## config.mk

```make
export PLATFORM = sky130hd
export DESIGN_NAME = wb_select_stage
export DESIGN_NICKNAME = d
export VERILOG_FILES = /design/src/rtl/wb_select_stage.sv
export SDC_FILE = /design/constraint.sdc
export NUM_CORES = 1
export LEC_CHECK = 0
export ABC_AREA = 1
export BUFFER_PORTS_ARGS = -buffer_cell sky130_fd_sc_hd__buf_2
export CORE_MARGIN = 4
export CORE_UTILIZATION = 39
export CTS_BUF_LIST = sky130_fd_sc_hd__clkbuf_2 sky130_fd_sc_hd__clkbuf_4 sky130_fd_sc_hd__clkbuf_8
export CTS_CLUSTER_DIAMETER = 120
export DETAILED_ROUTE_END_ITERATION = 8
export PLACE_DENSITY_LB_ADDON = 0.2
export SETUP_SLACK_MARGIN = 0.15
export SYNTH_ARGS = -nofsm -noshare
export SYNTH_HDL_FRONTEND = slang
export SYNTH_SLANG_ARGS = --single-unit
```

## constraint.sdc

```tcl
create_clock -name clk -period 1.7 [get_ports clk]
set_clock_uncertainty 0.15 [all_clocks]
set_input_delay 0.17 -clock clk [delete_from_list [all_inputs] [get_ports clk]]
set_output_delay 0.17 -clock clk [all_outputs]
set_load 0.01 [all_outputs]
```

## src/rtl/wb_select_stage.sv

```systemverilog
// Registered writeback-select stage: decodes jal/rd/rt and ALU/memory/link sources
// into a register-file write, waiting a bounded number of cycles for late load data.
module wb_select_stage #(
  parameter int unsigned DATA_W      = 32,
  parameter int unsigned REG_AW      = 5,
  parameter int unsigned LINK_REG    = 31,
  parameter int unsigned PC_INC      = 1,
  parameter int unsigned MEM_TIMEOUT = 15
) (
  input  logic              clk,
  input  logic              rst_n,
  input  logic              in_valid,
  output logic              in_ready,
  input  logic              in_regwrite,
  input  logic [1:0]        in_jump,
  input  logic              in_regdst,
  input  logic              in_memtoreg,
  input  logic [DATA_W-1:0] in_pc,
  input  logic [DATA_W-1:0] in_alu,
  input  logic [REG_AW-1:0] in_rt_num,
  input  logic [REG_AW-1:0] in_rd_num,
  input  logic              mem_valid,
  input  logic [DATA_W-1:0] mem_data,
  output logic              wb_en,
  output logic [REG_AW-1:0] wb_num,
  output logic [DATA_W-1:0] wb_data,
  output logic              err
);

  typedef enum logic [0:0] {IDLE, WAIT_MEM} state_e;

  localparam int unsigned CNT_W = $clog2(MEM_TIMEOUT + 1);
  localparam logic [CNT_W-1:0] CNT_LAST = CNT_W'(MEM_TIMEOUT - 1);

  state_e              state_q, state_d;
  logic [CNT_W-1:0]    cnt_q, cnt_d;
  logic [REG_AW-1:0]   num_q, num_d;
  logic                wb_en_q, wb_en_d;
  logic [REG_AW-1:0]   wb_num_q, wb_num_d;
  logic [DATA_W-1:0]   wb_data_q, wb_data_d;
  logic                err_q, err_d;

  logic                accept;
  logic                is_jal;
  logic                is_load;
  logic [REG_AW-1:0]   dec_num;
  logic                wr_req;
  logic [REG_AW-1:0]   wr_num;
  logic [DATA_W-1:0]   wr_data;

  assign in_ready = (state_q == IDLE);
  assign accept   = in_valid && in_ready;
  assign is_jal   = (in_jump == 2'b10);
  assign is_load  = in_regwrite && in_memtoreg && !is_jal;
  assign dec_num  = is_jal ? REG_AW'(LINK_REG) : (in_regdst ? in_rd_num : in_rt_num);

  always_comb begin
    // NOTE: every signal gets a default before the case so no path leaves one unassigned (no latches).
    state_d = state_q;
    cnt_d   = cnt_q;
    num_d   = num_q;
    err_d   = 1'b0;
    wr_req  = 1'b0;
    wr_num  = num_q;
    wr_data = mem_data;

    unique case (state_q)
      IDLE: begin
        if (accept && in_regwrite) begin
          wr_num = dec_num;
          if (is_load) begin
            if (mem_valid) begin
              wr_req = 1'b1;
            end else begin
              num_d   = dec_num;
              cnt_d   = '0;
              state_d = WAIT_MEM;
            end
          end else begin
            wr_req  = 1'b1;
            wr_data = is_jal ? (in_pc + DATA_W'(PC_INC)) : in_alu;
          end
        end
      end
      WAIT_MEM: begin
        // Arriving data takes precedence over a coincident timeout.
        if (mem_valid) begin
          wr_req  = 1'b1;
          state_d = IDLE;
        end else if (cnt_q == CNT_LAST) begin
          err_d   = 1'b1;
          state_d = IDLE;
        end else begin
          cnt_d = cnt_q + 1'b1;
        end
      end
      default: state_d = IDLE;
    endcase
  end

  // r0 is hardwired to zero, so its writes never reach the register file;
  // number and data hold their last values whenever no write is issued.
  always_comb begin
    wb_en_d   = 1'b0;
    wb_num_d  = wb_num_q;
    wb_data_d = wb_data_q;
    if (wr_req && (wr_num != '0)) begin
      wb_en_d   = 1'b1;
      wb_num_d  = wr_num;
      wb_data_d = wr_data;
    end
  end

  // NOTE: state registers use non-blocking assignments so every flop samples pre-edge values.
  always_ff @(posedge clk or negedge rst_n) begin
    if (!rst_n) begin
      state_q   <= IDLE;
      cnt_q     <= '0;
      num_q     <= '0;
      wb_en_q   <= 1'b0;
      wb_num_q  <= '0;
      wb_data_q <= '0;
      err_q     <= 1'b0;
    end else begin
      state_q   <= state_d;
      cnt_q     <= cnt_d;
      num_q     <= num_d;
      wb_en_q   <= wb_en_d;
      wb_num_q  <= wb_num_d;
      wb_data_q <= wb_data_d;
      err_q     <= err_d;
    end
  end

  assign wb_en   = wb_en_q;
  assign wb_num  = wb_num_q;
  assign wb_data = wb_data_q;
  assign err     = err_q;

endmodule

```

# Word level (Yosys, flattened, before mapping)
# Cells that the tools add are included.
# word_totals
register_bits	49
inputBits	115
elab_cells	55
output_inout_bits	40
# classes
add_sub_neg	2
bitwise	2
eq_ne	7
reduce_logical	9
mux	28
# ops
op	count
$mux W32	4
$add A32 B1 Y32 const B	1
$mux W4	5
$mux W5	4
$mux W1	12
$pmux W4 S2	1
$ne A2 B2 Y1 const B	3
$logic_and A1 B1 Y1	5
$reduce_and A5 Y1	1
$reduce_bool A5 Y1	1
$add A4 B1 Y4 const B	1
$eq A4 B4 Y1 const B	1
$ne A2 B1 Y1 const B	2
$pmux W1 S2	2
$reduce_and A4 Y1	1
$eq A2 B2 Y1 const B	1
$not A1 Y1	2
$logic_not A1 Y1	1

# Depth between registers and ports, before layout
# depth
word_depth	8
ltp_mapped	13
mapped_depth_nobuf	13

# Worst setup path after synthesis
# Ideal clock, no wire load.
# synth_timing
path_type	register to register
from	reg state_q
to	reg wb_data_q[20] (netlist: wb_data[20])
path_buffers	1
required_time_ns	1.434
synth_period_minus_slack_ns	1.661
path_stages_with_launch	12
setup_ns	0.116
path_slack_ns	0.039
t_arrival_ns	1.394
cell_sequence	dfrtp_1 inv_2 nand3_4 nand2_1 nand2_1 nor2_1 nand3_2 nand2_4 inv_2 buf_6 nand2_1 nand2_1
# synth_between
elab_chain_len	7
word_cells_on_any_way	11
cone_classes	mux (6); bitwise (1); reduce/logical (4)
# synth_lines
element	line_no	source
start: declaration	35	state_e state_q, state_d;
start signal: assignment	125	state_q <= state_d;
$not A1 Y1 (*)	--	
named net in_ready	13	output logic in_ready,
$logic_and A1 B1 Y1	52	assign accept = in_valid && in_ready;
$logic_and A1 B1 Y1	69	if (accept && in_regwrite) begin
$mux W5	69	
$mux W5	67	unique case (state_q)
$reduce_bool A5 Y1	107	if (wr_req && (wr_num != '0)) begin
$logic_and A1 B1 Y1	107	
end signal: assignment	130	wb_data_q <= wb_data_d;
end: declaration	40	logic [DATA_W-1:0] wb_data_q, wb_data_d;
# The timed path passes the listed nets; every way through them passes the cells marked *.
# A chain may end at the register's enable or synchronous reset.

# Worst setup path after layout
# layout_timing
from	reg state_q
to	reg wb_data_q[12] (netlist: wb_data[12])
# layout_between
elab_chain_len	7
word_cells_on_any_way	11
cone_classes	mux (6); bitwise (1); reduce/logical (4)
# layout_lines
element	line_no
$not A1 Y1	--
$logic_and A1 B1 Y1	52
$logic_and A1 B1 Y1	69
$mux W5	69
$mux W5	67
$reduce_bool A5 Y1	107
$logic_and A1 B1 Y1	107
# Several ways; a longest one is shown, not always the timed one.

==> impl_metrics.sql <==
INSERT INTO impl_metrics (metric_group, metric, value, unit) VALUES
('timing', 'whs', '9.03', 'ps'),
('detailed_routing', 'met2WireLength', '6.75', 'mm'),
('clock_network', 'cts-buffers-inserted', '5', ''),
('clock_network', 'htree_levels', '2', ''),
('grt', 'grtUsageTotal', '0.238', ''),
('synthesis', 'synthesis.area', '0.00376', 'sq mm'),
('detailed_routing', 'dr.first_iter.drc_count', '277', ''),
('setup_path', 'cpLargestDelayFamily', 'simple AND/OR/NAND/NOR gates', ''),
('clock_network', 'clock_sink_total', '49', ''),
('grt', 'initial_antenna_violation_count', '0', ''),
('detailed_routing', 'wire_per_inst', '14.6', 'um'),
('die', 'start_util', '0.403', ''),
('status', 'outcome', 'finished, violations left', ''),
('clock_network', 'clock_tree_from_tritoncts', 'yes', ''),
('timing', 'hold_viol', '0', ''),
('setup_path', 'cell_mode_on_critical_path', 'sky130_fd_sc_hd__nand2_2', ''),
('die', 'die_h', '106', 'um'),
('synthesis', 'synth_largest_type_area_fraction', '0.326', ''),
('final_layout', 'synth_to_layout_area_growth', '49.1', '%'),
('status', 'violations', 'setup timing', ''),
('detailed_routing', 'route.top_layer_used', 'met4', ''),
('place', 'detailedPlacementHpwl', '10.5', 'mm'),
('detailed_routing', 'detailroute.wirelength.met3', '769', 'um'),
('synthesis', 'synth_warnings', '0', ''),
('setup_path', 'worst-path-buf-inv', '4', ''),
('setup_path', 'critical_path_peak_fanout', '8', ''),
('clock_network', 'clk_latency', '300', 'ps'),
('clock_network', 'deepest_clock_path_buffer_count', '2', ''),
('setup_path', 'critical-path-max-stage-delay', '410', 'ps'),
('synthesis', 'synthArstFlopShare', '1.00', ''),
('die', 'die_w', '106', 'um'),
('clock_network', 'path_clk_slew', '100', 'ps'),
('synthesis', 'synth_enable_flop_cells', '0', ''),
('synthesis', 'ys.flop_type', 'sky130_fd_sc_hd__dfrtp_1', ''),
('detailed_routing', 'drt.antenna.violating_nets', '0', ''),
('synthesis', 'syn_inst', '631', ''),
('setup_path', 'path_cells', 'inv_2 > nand3_4 > inv_6 > nand2_1 > nand2_2 > nor2_2 > nand3_2 > buf_6 > nand2_8 > clkbuf_16 > nand2_2 > o21ai_1', ''),
('die', 'floorplan.die_area', '0.0113', 'sq mm'),
('setup_path', 'cp.required', '1740', 'ps'),
('timing', 'tightest_slew', '473', 'ps'),
('detailed_routing', 'first_pass_iters', '5', ''),
('timing', 'grt_setup_unrepaired', 'true', ''),
('setup_path', 'cell_at_the_slowest_stage_of_the_critical_path', 'sky130_fd_sc_hd__dfrtp_1', ''),
('power_and_ir_drop', 'p_leak', '2.98', 'nW'),
('timing', 'max-slew-margin-rel', '0.685', ''),
('setup_path', 'cp.arrival', '1950', 'ps'),
('final_layout', 'finalNetCount', '956', ''),
('die', 'rows', '35', ''),
('grt', 'first_global_vias', '4567', ''),
('worst_hold_path', 'holdCritPathClass', 'in -> reg', ''),
('grt', 'grt_remaining_overflow', '0', ''),
('setup_path', 'r2r_setup_slack', '-210', 'ps'),
('die', 'io-pin-count', '155', ''),
('grt', 'grt_start_max_net_pins', '36', ''),
('synthesis', 'synth.yosys.seq_area_share', '0.326', ''),
('timing', 'min_period_over_period', '1.12', ''),
('power_and_ir_drop', 'power.density_cell_area', '784', 'mW/mm^2'),
('grt', 'grt_pass1_wl', '21.8', 'mm'),
('detailed_routing', 'drt_drc_violations_left', '0', ''),
('setup_path', 'critPathCaptureType', 'flip-flop', ''),
('synthesis', 'synth_cell_types', '35', ''),
('synthesis', 'synthesis.nets', '749', ''),
('synthesis', 'synth.avg_cell_area', '5.96', 'sq um'),
('die', 'placeableCoreArea', '0.00933', 'sq mm'),
('timing', 'fmaxAchievable', '0.525', 'GHz'),
('setup_path', 'cp-start-kind', 'flip-flop', ''),
('detailed_routing', 'via_count', '4768', ''),
('synthesis', 'synth.top_cells.by_area', 'sky130_fd_sc_hd__dfrtp_1 33%, sky130_fd_sc_hd__nand2_1 24%, sky130_fd_sc_hd__nor2_1 12%', ''),
('timing', 'report.final.slew_viol_count', '0', ''),
('timing', 'finalSetupViolations', '46', ''),
('timing', 'final_critical_path_setup_slack', '-206', 'ps');
-- timing repair --
action / 4_1_cts / 5_1_grt
hold endpoints to repair: 18 / 0
gates cloned: 3 / 4
resized for setup: 24 / 51
buffers inserted: 13 / 8
pin swaps: 6 / 11
setup endpoints to repair: 46 / 48
hold buffers: 1 / 0
-- state kept, by name, indices dropped and copies added, names as in the netlist --
signal and cells:
wb_data 32, wb_num 5, num_q 5, err 1, state_q 1, cnt_q 4, wb_en 1
-- metal layers --
layer / vias up / global-route usage
met4: 0 / 0.0601
met3: 21 / 0.0310
li1: 2399 / -
met1: 2192 / 0.336
met5: - / 0
met2: 156 / 0.386
-- power breakdown --
| part | switching, mW | total, mW | leakage (nW) | internal [mW] |
|---|---|---|---|---|
| logic | 0.967 | 1.81 | 2.33 | 0.844 |
| registers | 0.222 | 1.69 | 0.597 | 1.47 |
| clock network | 0.417 | 0.897 | 0.0574 | 0.479 |
-- final timing paths --
kind | depth (start not counted) | end | start
max in group asynchronous | 3 | wb_data[28]$_DFFE_PN0P_ | rst_n
worst min-delay path | 5 | wb_data[6]$_DFFE_PN0P_ | mem_data[6]
worst max register to register | 12 | wb_data[12]$_DFFE_PN0P_ | state_q$_DFF_PN0_
min in group asynchronous | 2 | num_q[1]$_DFFE_PN0P_ | rst_n
worst max-delay path | 12 | wb_data[12]$_DFFE_PN0P_ | state_q$_DFF_PN0_
worst min register to register | 2 | wb_data[11]$_DFFE_PN0P_ | wb_data[11]$_DFFE_PN0P_
-- cells in the final DEF, fill, tap and decap left out, types with 3 or more instances in the layout --
cell type                     n
sky130_fd_sc_hd__nand2_1    207
sky130_fd_sc_hd__buf_2      153
sky130_fd_sc_hd__nor2_1     116
sky130_fd_sc_hd__nand3_1     51
sky130_fd_sc_hd__dfrtp_1     49
sky130_fd_sc_hd__buf_4       47
sky130_fd_sc_hd__inv_1       43
sky130_fd_sc_hd__nand2_2     32
sky130_fd_sc_hd__o21ai_0     28
sky130_fd_sc_hd__a21oi_1     14
sky130_fd_sc_hd__o21ai_1      9
sky130_fd_sc_hd__buf_6        8
sky130_fd_sc_hd__nor2_2       7
sky130_fd_sc_hd__a21oi_2      7
sky130_fd_sc_hd__clkbuf_8     6
sky130_fd_sc_hd__buf_12       6
sky130_fd_sc_hd__nor3_1       5
sky130_fd_sc_hd__xnor2_1      4
sky130_fd_sc_hd__o21ai_2      3
sky130_fd_sc_hd__nand2_4      3
sky130_fd_sc_hd__mux2_2       3
sky130_fd_sc_hd__ha_1         3
sky130_fd_sc_hd__clkbuf_16    3
-- Yosys cell counts (2+ instances only) --
cell,count
sky130_fd_sc_hd__inv_1,44
sky130_fd_sc_hd__o21ai_0,29
sky130_fd_sc_hd__or2_0,2
sky130_fd_sc_hd__buf_2,5
sky130_fd_sc_hd__nand2_2,2
sky130_fd_sc_hd__buf_4,4
sky130_fd_sc_hd__nand2_1,240
sky130_fd_sc_hd__dfrtp_1,49
sky130_fd_sc_hd__a21boi_0,3
sky130_fd_sc_hd__nand3b_1,2
sky130_fd_sc_hd__o21ai_1,11
sky130_fd_sc_hd__inv_2,4
sky130_fd_sc_hd__nor2_1,122
sky130_fd_sc_hd__xnor2_1,4
sky130_fd_sc_hd__nand3_1,52
sky130_fd_sc_hd__mux2_2,4
sky130_fd_sc_hd__ha_1,3
sky130_fd_sc_hd__clkbuf_1,10
sky130_fd_sc_hd__a21oi_1,21
sky130_fd_sc_hd__nor3_1,5
-- cell type report --
class / count / area [sq um]
repair inverters: 1 / 5.00
multi-input cells: 513 / 2430
repair buffers: 220 / 1470
fillers: 916 / 3720
inverters: 48 / 196
flip-flops and latches: 49 / 1230
clock inverters: 2 / 37.5
well taps: 129 / 161
clock buffers: 6 / 82.6
-- worst reg2reg max path, stage by stage, from the launching register on --
cell and delay [ps]:
sky130_fd_sc_hd__dfrtp_1 410, sky130_fd_sc_hd__inv_2 100, sky130_fd_sc_hd__nand3_4 170, sky130_fd_sc_hd__inv_6 150
sky130_fd_sc_hd__nand2_1 90, sky130_fd_sc_hd__nand2_2 80, sky130_fd_sc_hd__nor2_2 40, sky130_fd_sc_hd__nand3_2 100
sky130_fd_sc_hd__buf_6 130, sky130_fd_sc_hd__nand2_8 90, sky130_fd_sc_hd__clkbuf_16 190, sky130_fd_sc_hd__nand2_2 50
sky130_fd_sc_hd__o21ai_1 50
-- through the flow --
step | cells | area [sq um] | TNS [ps] | total power, mW | utilization
4_1_cts | 957 | 5330 | -870 | 4.22 | 0.571
5_1_grt | 968 | 5610 | -11090 | 4.67 | 0.601
6_report | 968 | 5610 | -7400 | 4.40 | 0.601
3_5_place_dp | 932 | 4960 | -1260 | 3.16 | 0.532
3_3_place_gp | 932 | 4960 | -231 | 3.13 | 0.532
2_1_floorplan | 631 | 3770 | 0 | 2.43 | -
-- cell families (layout without fill, tap and decap cells) --
| family | count (synthesis) | in the layout | share of synthesized area |
|---|---|---|---|
| flops | 49 | 49 | 0.326 |
| simple gates | 432 | 432 | 0.465 |
| mux | 5 | 5 | 0.0146 |
| compound gates | 68 | 68 | 0.0961 |
| buf+inv | 69 | 277 | 0.0765 |
| xor+xnor | 5 | 5 | 0.0116 |
| fa+ha+maj | 3 | 3 | 0.00997 |
(Power assumes the default switching activity.)
